[src/rtl/mult_share_arbiter_if.sv]
`timescale 1ns/1ps
`default_nettype none
// ============================================================================
// Module  : mult_share_arbiter_if
// Purpose : Bundles the two requester handshakes, the shared-multiplier
//           operand/product wires and the status outputs of
//           mult_share_arbiter.
// Ports   : slave  - seen from the arbiter (requests and mul_product in,
//                    readies, responses, operands and status out)
//           master - seen from the requesters / multiplier side
// Rev     : 1.0  initial release
// ============================================================================
interface mult_share_arbiter_if #(
  parameter int WIDTH = 4
);
  logic                 req0_valid;
  logic [WIDTH-1:0]     req0_a;
  logic [WIDTH-1:0]     req0_b;
  logic                 req0_ready;
  logic                 rsp0_valid;
  logic [2*WIDTH-1:0]   rsp0_product;
  logic                 rsp0_ready;

  logic                 req1_valid;
  logic [WIDTH-1:0]     req1_a;
  logic [WIDTH-1:0]     req1_b;
  logic                 req1_ready;
  logic                 rsp1_valid;
  logic [2*WIDTH-1:0]   rsp1_product;
  logic                 rsp1_ready;

  logic [WIDTH-1:0]     mul_a;
  logic [WIDTH-1:0]     mul_b;
  logic [2*WIDTH-1:0]   mul_product;

  logic                 busy;
  logic                 owner;

  modport slave (
    input  req0_valid, req0_a, req0_b, rsp0_ready,
    input  req1_valid, req1_a, req1_b, rsp1_ready,
    input  mul_product,
    output req0_ready, rsp0_valid, rsp0_product,
    output req1_ready, rsp1_valid, rsp1_product,
    output mul_a, mul_b, busy, owner
  );

  modport master (
    output req0_valid, req0_a, req0_b, rsp0_ready,
    output req1_valid, req1_a, req1_b, rsp1_ready,
    output mul_product,
    input  req0_ready, rsp0_valid, rsp0_product,
    input  req1_ready, rsp1_valid, rsp1_product,
    input  mul_a, mul_b, busy, owner
  );
endinterface
`default_nettype wire

[src/rtl/mult_share_arbiter.sv]
`timescale 1ns/1ps
`default_nettype none
// ============================================================================
// Module  : mult_share_arbiter
// Purpose : Shares one combinational multiplier between two requesters.
//           Round-robin grant in IDLE, one settle cycle in MUL, then the
//           product is held on the owner's response handshake in RESP.
// Ports   : clk  - clock, rising edge
//           rst  - asynchronous active-high reset
//           bus  - mult_share_arbiter_if.slave (request/response handshakes,
//                  mul_a/mul_b/mul_product to the multiplier, busy, owner)
// Rev     : 1.0  initial release
// ============================================================================
module mult_share_arbiter #(
  parameter int WIDTH = 4
) (
  input  wire logic           clk,
  input  wire logic           rst,
  mult_share_arbiter_if.slave bus
);

  typedef enum logic [1:0] {
    ST_IDLE = 2'd0,
    ST_MUL  = 2'd1,
    ST_RESP = 2'd2
  } state_t;

  state_t               r_state;
  logic                 r_owner;
  logic                 r_last_grant;
  logic [WIDTH-1:0]     r_mul_a;
  logic [WIDTH-1:0]     r_mul_b;
  // Per-requester product registers double as the result register: only the
  // owner's copy is loaded, so the other output keeps its previous value.
  logic [2*WIDTH-1:0]   r_rsp0_product;
  logic [2*WIDTH-1:0]   r_rsp1_product;
  logic                 r_rsp0_valid;
  logic                 r_rsp1_valid;

  logic                 w_winner;
  logic                 w_ready0;
  logic                 w_ready1;
  logic                 w_rsp_ready;

  // On a tie the requester that was not served last wins; otherwise the
  // single valid requester wins.
  assign w_winner = (bus.req0_valid && bus.req1_valid) ? ~r_last_grant
                                                       : bus.req1_valid;

  // Ready is gated by the requester's own valid so that an idle bus never
  // advertises a grant; rst forces both low while the reset is applied.
  assign w_ready0 = (r_state == ST_IDLE) && !rst && bus.req0_valid && !w_winner;
  assign w_ready1 = (r_state == ST_IDLE) && !rst && bus.req1_valid &&  w_winner;

  assign w_rsp_ready = r_owner ? bus.rsp1_ready : bus.rsp0_ready;

  always_ff @(posedge clk or posedge rst) begin
    if (rst) begin
      r_state        <= ST_IDLE;
      r_owner        <= 1'b0;
      r_last_grant   <= 1'b1;
      r_mul_a        <= '0;
      r_mul_b        <= '0;
      r_rsp0_product <= '0;
      r_rsp1_product <= '0;
      r_rsp0_valid   <= 1'b0;
      r_rsp1_valid   <= 1'b0;
    end else begin
      case (r_state)
        ST_IDLE: begin
          if (w_ready0 || w_ready1) begin
            r_mul_a <= w_ready1 ? bus.req1_a : bus.req0_a;
            r_mul_b <= w_ready1 ? bus.req1_b : bus.req0_b;
            r_owner <= w_ready1;
            r_state <= ST_MUL;
          end
        end
        ST_MUL: begin
          // Operands have been stable for a full cycle; the product is settled.
          if (r_owner) begin
            r_rsp1_product <= bus.mul_product;
            r_rsp1_valid   <= 1'b1;
          end else begin
            r_rsp0_product <= bus.mul_product;
            r_rsp0_valid   <= 1'b1;
          end
          r_state <= ST_RESP;
        end
        ST_RESP: begin
          // The round-robin pointer moves only on a completed response.
          if (w_rsp_ready) begin
            r_rsp0_valid <= 1'b0;
            r_rsp1_valid <= 1'b0;
            r_last_grant <= r_owner;
            r_state      <= ST_IDLE;
          end
        end
        default: begin
          r_state <= ST_IDLE;
        end
      endcase
    end
  end

  assign bus.req0_ready   = w_ready0;
  assign bus.req1_ready   = w_ready1;
  assign bus.rsp0_valid   = r_rsp0_valid;
  assign bus.rsp1_valid   = r_rsp1_valid;
  assign bus.rsp0_product = r_rsp0_product;
  assign bus.rsp1_product = r_rsp1_product;
  assign bus.mul_a        = r_mul_a;
  assign bus.mul_b        = r_mul_b;
  assign bus.busy         = (r_state != ST_IDLE);
  assign bus.owner        = r_owner;

endmodule
`default_nettype wire
[src/flat_wrapper.sv]
// flat-port wrapper written by rule: the top's interface ports become plain ports
module mult_share_arbiter_flat 
#(
  parameter int WIDTH = 4
)
  (clk, rst, bus_req0_valid, bus_req0_a, bus_req0_b, bus_rsp0_ready, bus_req1_valid, bus_req1_a, bus_req1_b, bus_rsp1_ready, bus_mul_product, bus_req0_ready, bus_rsp0_valid, bus_rsp0_product, bus_req1_ready, bus_rsp1_valid, bus_rsp1_product, bus_mul_a, bus_mul_b, bus_busy, bus_owner);
  mult_share_arbiter_if #(.WIDTH(WIDTH)) bus_i ();
  input  wire logic clk;
  input  wire logic rst;
  input wire logic [$bits(bus_i.req0_valid)-1:0] bus_req0_valid;
  input wire logic [$bits(bus_i.req0_a)-1:0] bus_req0_a;
  input wire logic [$bits(bus_i.req0_b)-1:0] bus_req0_b;
  input wire logic [$bits(bus_i.rsp0_ready)-1:0] bus_rsp0_ready;
  input wire logic [$bits(bus_i.req1_valid)-1:0] bus_req1_valid;
  input wire logic [$bits(bus_i.req1_a)-1:0] bus_req1_a;
  input wire logic [$bits(bus_i.req1_b)-1:0] bus_req1_b;
  input wire logic [$bits(bus_i.rsp1_ready)-1:0] bus_rsp1_ready;
  input wire logic [$bits(bus_i.mul_product)-1:0] bus_mul_product;
  output wire logic [$bits(bus_i.req0_ready)-1:0] bus_req0_ready;
  output wire logic [$bits(bus_i.rsp0_valid)-1:0] bus_rsp0_valid;
  output wire logic [$bits(bus_i.rsp0_product)-1:0] bus_rsp0_product;
  output wire logic [$bits(bus_i.req1_ready)-1:0] bus_req1_ready;
  output wire logic [$bits(bus_i.rsp1_valid)-1:0] bus_rsp1_valid;
  output wire logic [$bits(bus_i.rsp1_product)-1:0] bus_rsp1_product;
  output wire logic [$bits(bus_i.mul_a)-1:0] bus_mul_a;
  output wire logic [$bits(bus_i.mul_b)-1:0] bus_mul_b;
  output wire logic [$bits(bus_i.busy)-1:0] bus_busy;
  output wire logic [$bits(bus_i.owner)-1:0] bus_owner;
  assign bus_i.req0_valid = bus_req0_valid;
  assign bus_i.req0_a = bus_req0_a;
  assign bus_i.req0_b = bus_req0_b;
  assign bus_i.rsp0_ready = bus_rsp0_ready;
  assign bus_i.req1_valid = bus_req1_valid;
  assign bus_i.req1_a = bus_req1_a;
  assign bus_i.req1_b = bus_req1_b;
  assign bus_i.rsp1_ready = bus_rsp1_ready;
  assign bus_i.mul_product = bus_mul_product;
  assign bus_req0_ready = bus_i.req0_ready;
  assign bus_rsp0_valid = bus_i.rsp0_valid;
  assign bus_rsp0_product = bus_i.rsp0_product;
  assign bus_req1_ready = bus_i.req1_ready;
  assign bus_rsp1_valid = bus_i.rsp1_valid;
  assign bus_rsp1_product = bus_i.rsp1_product;
  assign bus_mul_a = bus_i.mul_a;
  assign bus_mul_b = bus_i.mul_b;
  assign bus_busy = bus_i.busy;
  assign bus_owner = bus_i.owner;
  mult_share_arbiter #(.WIDTH(WIDTH)) u_core (.clk(clk), .rst(rst), .bus(bus_i));
endmodule
[config.mk]
export PLATFORM = sky130hd
export DESIGN_NAME = mult_share_arbiter_flat
export DESIGN_NICKNAME = d
export VERILOG_FILES = /design/src/rtl/mult_share_arbiter_if.sv /design/src/rtl/mult_share_arbiter.sv /design/src/flat_wrapper.sv
export SDC_FILE = /design/constraint.sdc
export NUM_CORES = 1
export LEC_CHECK = 0
export CAP_MARGIN = 25
export CORE_ASPECT_RATIO = 1.25
export CORE_UTILIZATION = 45
export CTS_CLUSTER_SIZE = 14
export DETAILED_ROUTE_END_ITERATION = 8
export PLACE_DENSITY_LB_ADDON = 0.1
export SYNTH_ARGS = -nofsm -noshare
export SYNTH_HDL_FRONTEND = slang
export SYNTH_SLANG_ARGS = --single-unit
[constraint.sdc]
create_clock -name clk -period 2.8 [get_ports clk]
set_clock_uncertainty 0.2 [all_clocks]
set_input_delay 0.7 -clock clk [delete_from_list [all_inputs] [get_ports clk]]
set_output_delay 0.7 -clock clk [all_outputs]
set_load 0.03 [all_outputs]
==> results of run 1 <==
==> cell usage in the layout, fill, tap and decap left out, drive strengths merged, types with 3 or more instances in the layout <==
cell type	synthesis	layout
clkdlybuf4s50	0	57
dfrtp	29	29
mux2	17	17
a21oi	11	11
buf	7	9
o21ai	9	9
nand3	9	9
a31oi	8	8
clkbuf	0	7
inv	3	3
==> routing by layer <==
layer	vias up	global-route usage	wire, um
met3	9	0.0952	304
li1	549	-	-
met5	-	0	0
met2	52	0.391	1670
met1	569	0.233	1240
met4	0	0.105	81
==> power by group through the flow <==
stage | registers (mW) | logic [mW] | clock network, mW
after floorplan | 1.15 | 0.455 | 0
after CTS | 0.799 | 1.35 | 0.280
after detailed placement | 0.808 | 1.34 | 0
after global placement | 0.788 | 1.32 | 0
final | 0.795 | 1.34 | 0.267
after global routing | 0.824 | 1.41 | 0.295
==> registers in the layout (all words and copies together), names as in the netlist <==
name and count:
u_core.bus.rsp1_product 8, u_core.r_last_grant 1, u_core.bus.mul_a 4, u_core.bus.owner 1, u_core.bus.rsp1_valid 1, u_core.bus.rsp0_product 8, u_core.bus.rsp0_valid 1, u_core.bus.mul_b 4
u_core.r_state 2
==> synthesized netlist by cell type, types with 2 or more instances <==
| cell type | number |
|---|---|
| dfrtp_1 | 29 |
| a22o_1 | 2 |
| nand2_1 | 2 |
| inv_1 | 3 |
| a31oi_1 | 8 |
| buf_4 | 2 |
| buf_6 | 3 |
| nand3_1 | 8 |
| o21ai_1 | 8 |
| a21oi_1 | 11 |
| mux2_2 | 17 |
| nand3b_1 | 2 |
| a21o_1 | 2 |
| buf_2 | 2 |
==> worst paths after layout <==
path | start | endpoint | slack, ns
max | rst | bus_req1_ready | 0.13
min | u_core.bus.rsp0_product[3]$_DFFE_PP0P_ | u_core.bus.rsp0_product[3]$_DFFE_PP0P_ | 0.31
max reg2reg | u_core.r_state[0]$_DFFE_PP0P_ | u_core.bus.mul_a[1]$_DFFE_PP0P_ | 0.97
min reg2reg | u_core.bus.rsp0_product[3]$_DFFE_PP0P_ | u_core.bus.rsp0_product[3]$_DFFE_PP0P_ | 0.31
max in group asynchronous | rst | u_core.bus.rsp0_product[3]$_DFFE_PP0P_ | 1.16
min in group asynchronous | rst | u_core.bus.owner$_DFFE_PP0P_ | 0.62
==> critical path: cells and delay by family <==
kind	cells	cell delay [ns]
AND/OR/NAND/NOR	2	0.50
buffers and inverters	2	0.57
==> logic make-up after synthesis <==
| group | count (synthesis) | synth area share |
|---|---|---|
| flops | 30 | 0.546 |
| compound gates | 35 | 0.154 |
| buf+inv | 10 | 0.0509 |
| mux | 17 | 0.139 |
| simple gates | 22 | 0.110 |
==> layout make-up <==
type,instances,area [um^2],area share
timing repair buffer,66,638,0.309
clock inverter,1,5.00,0.00242
sequential,30,752,0.364
clock buffer,7,55.1,0.0267
tap,36,45.0,0.0218
inverter,3,11.3,0.00545
multi-input combinational,74,558,0.270
==> summary.md, run 1 <==
| Metric | Value |
|---|---|
| Status | finished clean |
| Fin Setup TNS | 0 ns |
| EDFF count, synth | 0 |
| Clock Sinks | 30 |
| Design area | 2060 um^2 |
| Post-synthesis sequential area ratio | 0.546 |
| Gpl congestion | 0.783 |
| Final WS setup | 0.135 ns |
| Area contributors post-synth | dfrtp_1 53%, mux2_2 14%, a21oi_1 4.0% |
| Layout Nets | 210 |
| Max capacitance violation total | 0 |
| Pin count of the biggest net entering global routing | 20 |
| Top FF cell, synth | dfrtp_1 |
| TritonCTS clock tree | done |
| Average size of a mapped cell | 12.1 um^2 |
| Synthesized area | 1380 um^2 |
| Post-CTS setup buffer count | 0 |
| Crit path DAT | 1.77 ns |
| Ys async rst share | 1.00 |
| Worst r2r path cells | 5 |
| CP max stage delay | 0.41 ns |
| Detailed Place HPWL | 2510 um |
| IO Count | 60 |
| Horiz. Die Dim | 51.5 um |
| Synth warn | 0 |
| Non-filler instance count after layout | 217 |
| WP data required | 1.90 ns |
| Measured slew at the worst slew-check pin | 0.456 ns |
| Kind of critical path | primary input to output pin |
| # hold bufs at CTS | 0 |
| H-Tree Depth | 2 |
| DR pass1 iterations | 4 |
| Port buffer count | 59 |
| First-pass GRT wire length | 5420 um |
| Pwr per Cell Area | 1160 nW/um^2 |
| Layout cells sized above 1 | 0.238 |
| Net Switching | 1.01 mW |
| Rows | 22 |
| Num CTS Buffers | 5 |
| Internal | 1.39 mW |
| Via Count | 1179 |
| RSZ-0062 raised after global routing | false |
| Initial antenna violation count | 0 |
| Yosys cell types | 29 |
| Number of filler cells placed in the layout | 241 |
| Routed wire length | 3290 um |
| Diodes inserted | 0 |
| Die Footprint | 3290 um^2 |
| Worst path slowest cell | clkdlybuf4s50_1 |
| Fin crit share | 0.952 |
| Die height | 63.8 um |
| FMAX | 375 MHz |
| Yosys reg bits | 30 |
| Clk slew on worst S/H paths | 0.08 ns |
| CP Capture Type | output pin |
| Setup-failing EPs final | 0 |
| CP max FO | 2 |
| Area delta synth->final | 50.0% |
| Vias/cell | 5.43 |
| LEAKAGE | 0.836 nW |
| Area share of the largest cell type after synthesis | 0.527 |
| Peak supply drop | 0.000747 V |
| Clock period minus worst slack | 2.67 ns |
| CTS root buffer | clkbuf_4 |
| Clock latency at the later pin of the worst-skew pair | 0.33 ns |
| Drt wl/cell | 15.2 um |
| Yosys top cell by area | dfrtp_1 |
| Total global-route track usage | 0.227 |
| Post-Syn Nets | 144 |
| Worst Setup Slack post-DPL | 0.105 ns |
| Slew margin rel. | 0.695 |
| Max Slew Vio Count | 0 |
| Core Area | 2920 um^2 |
| Post-DP Area | 2000 um^2 |
| Initial DRC count | 20 |
| GR Overflow Total | 0 |
| Logic gate share of total power | 0.557 |
| Flop pwr share | 0.332 |
| Worst setup SP type | primary input |
| Drc violations | 0 |
| Clock share of power | 0.111 |
| Fin Hold WS | 0.313 ns |
| Final hold vios | 0 |
| Total power | 2.40 mW |
| Clock Path Buffers | 2 |
| Switching Fraction | 0.422 |
| Number of global-route vias before repair | 1236 |
| Placed insts | 209 |
| Mapped Cells | 114 |
| Post-layout util | 0.708 |
| Hold path cells | 1 |
| Critical-path cell list | clkdlybuf4s50_1 > or3_1 > nor2_4 > buf_4 |
| Initial Util | 0.472 |
| Post-cts resize count | 0 |
| Hold Path Class | flop to flop |
| DRT antenna net count | 0 |
Note: power is estimated with default switching activity, not from simulation.
==> inputs of run 2 (changes only) <==
RECOVER_POWER = 100   (was not set)
==> run 2 against run 1 <==
Net effect: utilization fell by 0.99 points; critical path depth did not move; non-clock buffer count did not move; count of clock-buffer cells in the layout did not move; wire length fell by 0.67%; final cell count did not move; sequential cell count did not move; fmax fell by 1.7%; combinational power fell by 7%; total power fell by 4.3%; largest cell class unchanged; largest power group unchanged.
==> summary.md, run 2 (synthesized netlist as in run 1, its figures left out) <==
| Metric | Value |
|---|---|
| Status | finished clean |
| Hold Path Class | flop to flop |
| Core Area | 2920 um^2 (unchanged) |
| Horiz. Die Dim | 51.5 um (unchanged) |
| CP max stage delay | 0.41 ns (about the same) |
| Worst path slowest cell | clkdlybuf4s50_1 |
| Switching Fraction | 0.433 (+0.0114) |
| Pwr per Cell Area | 1130 nW/um^2 (-2.9%) |
| CP max FO | 2 (unchanged) |
| H-Tree Depth | 2 (unchanged) |
| Vias/cell | 5.45 (+0.34%) |
| Kind of critical path | primary input to output pin |
| Logic gate share of total power | 0.543 (-0.014) |
| Setup-failing EPs final | 0 (unchanged) |
| Slew margin rel. | 0.358 (-0.337) |
| Port buffer count | 59 (unchanged) |
| CP Capture Type | output pin |
| Worst Hold Launch | u_core.bus.rsp0_product[3]$_DFFE_PP0P_ |
| Pin count of the biggest net entering global routing | 20 (unchanged) |
| Max Slew Vio Count | 0 (unchanged) |
| Number of filler cells placed in the layout | 250 (+3.7%) |
| WP data required | 1.90 ns (about the same) |
| Non-filler instance count after layout | 217 (unchanged) |
| DRT antenna net count | 0 (unchanged) |
| Total power | 2.30 mW (-4.3%) |
| Net Switching | 0.994 mW (-1.7%) |
| Drc violations | 0 (unchanged) |
| Clock period minus worst slack | 2.71 ns (+0.0458 ns) |
| Via Count | 1183 (+0.34%) |
| Post-layout util | 0.698 (-0.00986) |
| Worst setup SP type | primary input |
| Post-CTS setup buffer count | 0 (unchanged) |
| Layout cells sized above 1 | 0.204 (-0.0331) |
| Layout Nets | 210 (unchanged) |
| Flop pwr share | 0.341 (+0.009) |
| LEAKAGE | 0.821 nW (-1.8%) |
| Crit path DAT | 1.81 ns (+0.04 ns) |
| Clk slew on worst S/H paths | 0.08 ns (about the same) |
| Number of global-route vias before repair | 1236 (unchanged) |
| FMAX | 369 MHz (-1.7%) |
| Gpl congestion | 0.783 (unchanged) |
| Worst reg-to-reg setup slack | 0.51 ns (-0.46 ns) |
| Num CTS Buffers | 5 (unchanged) |
| Drt wl/cell | 15.1 um (-0.67%) |
| DR pass1 iterations | 4 (unchanged) |
| Worst Setup Slack post-DPL | 0.105 ns (unchanged) |
| Hold path cells | 1 (unchanged) |
| Final hold vios | 0 (unchanged) |
| Clock Sinks | 30 (unchanged) |
| Clock share of power | 0.116 (+0.005) |
| Die Footprint | 3290 um^2 (unchanged) |
| R2r startpoint | u_core.r_state[0]$_DFFE_PP0P_ |
| Fin crit share | 0.968 (+0.0163) |
| Reg2Reg Capture Point | u_core.bus.mul_a[1]$_DFFE_PP0P_ |
| Total global-route track usage | 0.227 (unchanged) |
| Placed insts | 209 (unchanged) |
| Internal | 1.30 mW (-6.2%) |
| Area delta synth->final | 47.9% |
| TritonCTS clock tree | done |
| Diodes inserted | 0 (unchanged) |
| Routed wire length | 3270 um (-0.67%) |
| Critical-path cell list | clkdlybuf4s50_1 > or3_1 > nor2_4 > clkbuf_2 |
| Measured slew at the worst slew-check pin | 0.963 ns (+0.507 ns) |
| Rows | 22 (unchanged) |
| Detailed Place HPWL | 2510 um (unchanged) |
| GR Overflow Total | 0 (unchanged) |
| Initial DRC count | 26 (+30%) |
| IO Count | 60 (unchanged) |
| RSZ-0062 raised after global routing | false |
| Peak supply drop | 0.000708 V (-5.2%) |
| Hold Path End | u_core.bus.rsp0_product[3]$_DFFE_PP0P_ |
| Initial antenna violation count | 0 (unchanged) |
| Clock Path Buffers | 2 (unchanged) |
| Final WS setup | 0.0892 ns (-0.0458 ns) |
| CTS root buffer | clkbuf_4 |
| First-pass GRT wire length | 5420 um (unchanged) |
| Fin Setup TNS | 0 ns (unchanged) |
| Clock latency at the later pin of the worst-skew pair | 0.33 ns (about the same) |
| Initial Util | 0.472 (unchanged) |
| Die height | 63.8 um (unchanged) |
| Max capacitance violation total | 0 (unchanged) |
| Worst r2r path cells | 5 (unchanged) |
| Commonest non-fill, non-tap cells in the layout | 29 x clkdlybuf4s50_1, 29 x dfrtp_1, 28 x dlygate4sd3_1 |
## run 2: stage by stage
stage	hold slack (ns)	instance area [um^2]
final	0.303	2040
after detailed placement	0.296	2000
after global placement	0.286	2000
after floorplan	0.283	1380
after CTS	0.315	2060
after global routing	0.319	2040
## run 2: how the worst max path moves through the flow
| stage | from | depth (start not counted) | slack, ns | to |
|---|---|---|---|---|
| floorplan | rst | 3 | 0.36 | bus_req0_ready |
| global placement | rst | 4 | 0.13 | bus_req1_ready |
| detailed placement | rst | 6 | 0.11 | bus_req0_ready |
| CTS | rst | 6 | 0.10 | bus_req0_ready |
| global route | rst | 4 | 0.04 | bus_req1_ready |
| finish | rst | 4 | 0.09 | bus_req1_ready |
## run 2: final cells by class
cell class	instances	area [um^2]	area share
clock inverters	1	5.00	0.00246
repair buffers	66	624	0.307
well taps	36	45.0	0.0221
flip-flops and latches	30	752	0.369
multi-input cells	74	543	0.267
clock buffers	7	55.1	0.0270
inverters	3	11.3	0.00553
## run 2: timing repair
action / 4_1_cts / 5_1_grt
hold buffers: 0 / 0
resized for setup: 0 / 1
setup endpoints to repair: 0 / 1
## run 2: critical path: cells and delay by family
kind	cells	cell delay, ns
buf+inv	2	0.62
simple gates	2	0.50
## run 2: power by group through the flow
stage / sequential (mW) / combinational, mW / clock [mW]
after floorplan: 1.15 / 0.455 / 0
after global placement: 0.788 / 1.32 / 0
after detailed placement: 0.808 / 1.34 / 0
after CTS: 0.799 / 1.35 / 0.280
after global routing: 0.814 / 1.32 / 0.295
final: 0.782 / 1.25 / 0.267
## run 2: layer usage
metal  GRT usage  up-vias  share of wire  wire [um]
li1            -      550              -          -
met1       0.233      571           0.37       1200
met2       0.391       53           0.51       1670
met3      0.0952        9          0.097        318
met4       0.105        0          0.025         81
met5           0        -              0          0
==> patch, RTL diff (config.mk and constraints of run 2) <==
`WIDTH` is set to 4 in 3 places; all go to 6.
--- a/src/rtl/mult_share_arbiter_if.sv
+++ b/src/rtl/mult_share_arbiter_if.sv
@@ -11,7 +11,7 @@
 // Rev     : 1.0  initial release
 // ============================================================================
 interface mult_share_arbiter_if #(
-  parameter int WIDTH = 4
+  parameter int WIDTH = 6
 );
   logic                 req0_valid;
   logic [WIDTH-1:0]     req0_a;
--- a/src/rtl/mult_share_arbiter.sv
+++ b/src/rtl/mult_share_arbiter.sv
@@ -12,7 +12,7 @@
 // Rev     : 1.0  initial release
 // ============================================================================
 module mult_share_arbiter #(
-  parameter int WIDTH = 4
+  parameter int WIDTH = 6
 ) (
   input  wire logic           clk,
   input  wire logic           rst,
--- a/src/flat_wrapper.sv
+++ b/src/flat_wrapper.sv
@@ -1,7 +1,7 @@
 // flat-port wrapper written by rule: the top's interface ports become plain ports
 module mult_share_arbiter_flat 
 #(
-  parameter int WIDTH = 4
+  parameter int WIDTH = 6
 )
   (clk, rst, bus_req0_valid, bus_req0_a, bus_req0_b, bus_rsp0_ready, bus_req1_valid, bus_req1_a, bus_req1_b, bus_rsp1_ready, bus_mul_product, bus_req0_ready, bus_rsp0_valid, bus_rsp0_product, bus_req1_ready, bus_rsp1_valid, bus_rsp1_product, bus_mul_a, bus_mul_b, bus_busy, bus_owner);
   mult_share_arbiter_if #(.WIDTH(WIDTH)) bus_i ();
Interface: changed (9 resized); port bits go from 60 to 84. No check against the original RTL was run, so the function may have changed too.
==> patch against run 2 <==
Area after synthesis grew 35%; fmax shrank 1.3%; final area grew 37%; total power grew 39%; wire length grew 36%; sequential cell count grew 12; non-clock buffer count grew 22; count of clock-buffer cells in the layout shrank 1; critical endpoint unchanged; setup slack lost 0.036 ns; combinational power grew 37%; sequential share of layout area grew 0.82 points.
==> patch: results <==
[setup_path]
crit_fanout = 3
reg2reg_depth = 4
cp.arrival_ns = 1.85
rr_endpoint = u_core.bus.mul_a[0]
r2r_slack_ns = 0.55
critical_path.startpoint = rst
r2r_start = u_core.r_state[0]

[clock_network]
clk_pin_slew_ns = 0.07
ctsResizeCount = 0
clk_latency_ns = 0.28
cts_root_buffer = clkbuf_8
clockBufferDepth = 2
cts_setup_buffers = 0

[global_routing]
met1_usage_pct = 22.9
met2_usage_pct = 40.1
grt_pass1_vias = 1588
track_usage_pct = 21.0
grt_pass1_wl_um = 6910
use_met3_pct = 5.28
grt_max_degree = 43

[place]
dp.cells = 285
io_buffers = 83
placed_cell_area_mm2 = 0.00271
dp_slack_ns = 0.0504
place_congestion = 0.768
post-dp-hpwl_um = 3330

[yosys]
avgSynthCellArea_um2 = 12.1
synth_common_cells = dfrtp_1, mux2_2, a21oi_1
synth-edff-count = 0
ys_seq_area_share_pct = 56.6
synth.top_cells.by_area = dfrtp_1, mux2_2, a21oi_1
synth.distinct_cells = 28
syn_nets = 196

[detailed_routing]
drtPass1Iterations = 5
drt-initial-drc-count = 31
wl_met3_um = 316
vias_per_cell = 5.30
drt_wl_total_um = 4430
met1_length_um = 1720
wl_met2_um = 2380

[status]
status = finished, final reports clean

[cells_and_area]
drive_gt1_share_pct = 17.6
num-nets-final = 280
n_fill_cell = 324
instances_no_fill = 293
final_cell_area_mm2 = 0.00279

[power_and_ir_drop]
ir_drop_mv = 0.533
p_int_mw = 1.83
p_leak_nw = 1.12

[min_path]
holdPathEnd = u_core.bus.rsp1_product[8]
worstHoldStart = u_core.bus.rsp1_product[8]

[timing]
slew_headroom_pct = 32.2
min_period_ns = 2.75
whs_ns = 0.288
patch: power groups by stage:
stage               combinational [mW]  clock [mW]  sequential (mW)
floorplan                        0.554           0             1.64
global placement                  1.80           0             1.10
finish                            1.71       0.396             1.08
detailed placement                1.84           0             1.12
global route                      1.82       0.430             1.12
CTS                               1.84       0.402             1.11
patch: area by class of cell:
type / count / share of cell area [%]
Inverter: 3 / 0.404
Clock inverter: 2 / 0.449
Sequential cell: 42 / 37.8
Tap cell: 54 / 2.42
Clock buffer: 6 / 2.96
Timing Repair Buffer: 88 / 30.7
Multi-Input combinational cell: 98 / 25.3
patch: kinds of logic (layout without fill, tap and decap cells):
group,count (synthesis),in the layout,synth area share (%)
AND/OR/NAND/NOR,26,26,8.82
AO/OA/AOI/OAI,47,47,14.7
buffers and inverters,14,99,4.78
flip-flops,42,42,56.6
multiplexers,25,25,15.1
patch: worst max-delay path, cell delays in order:
cell             delay (ns)
clkdlybuf4s50_1        0.44
or3_4                  0.37
nor2_4                 0.13
clkbuf_2               0.21
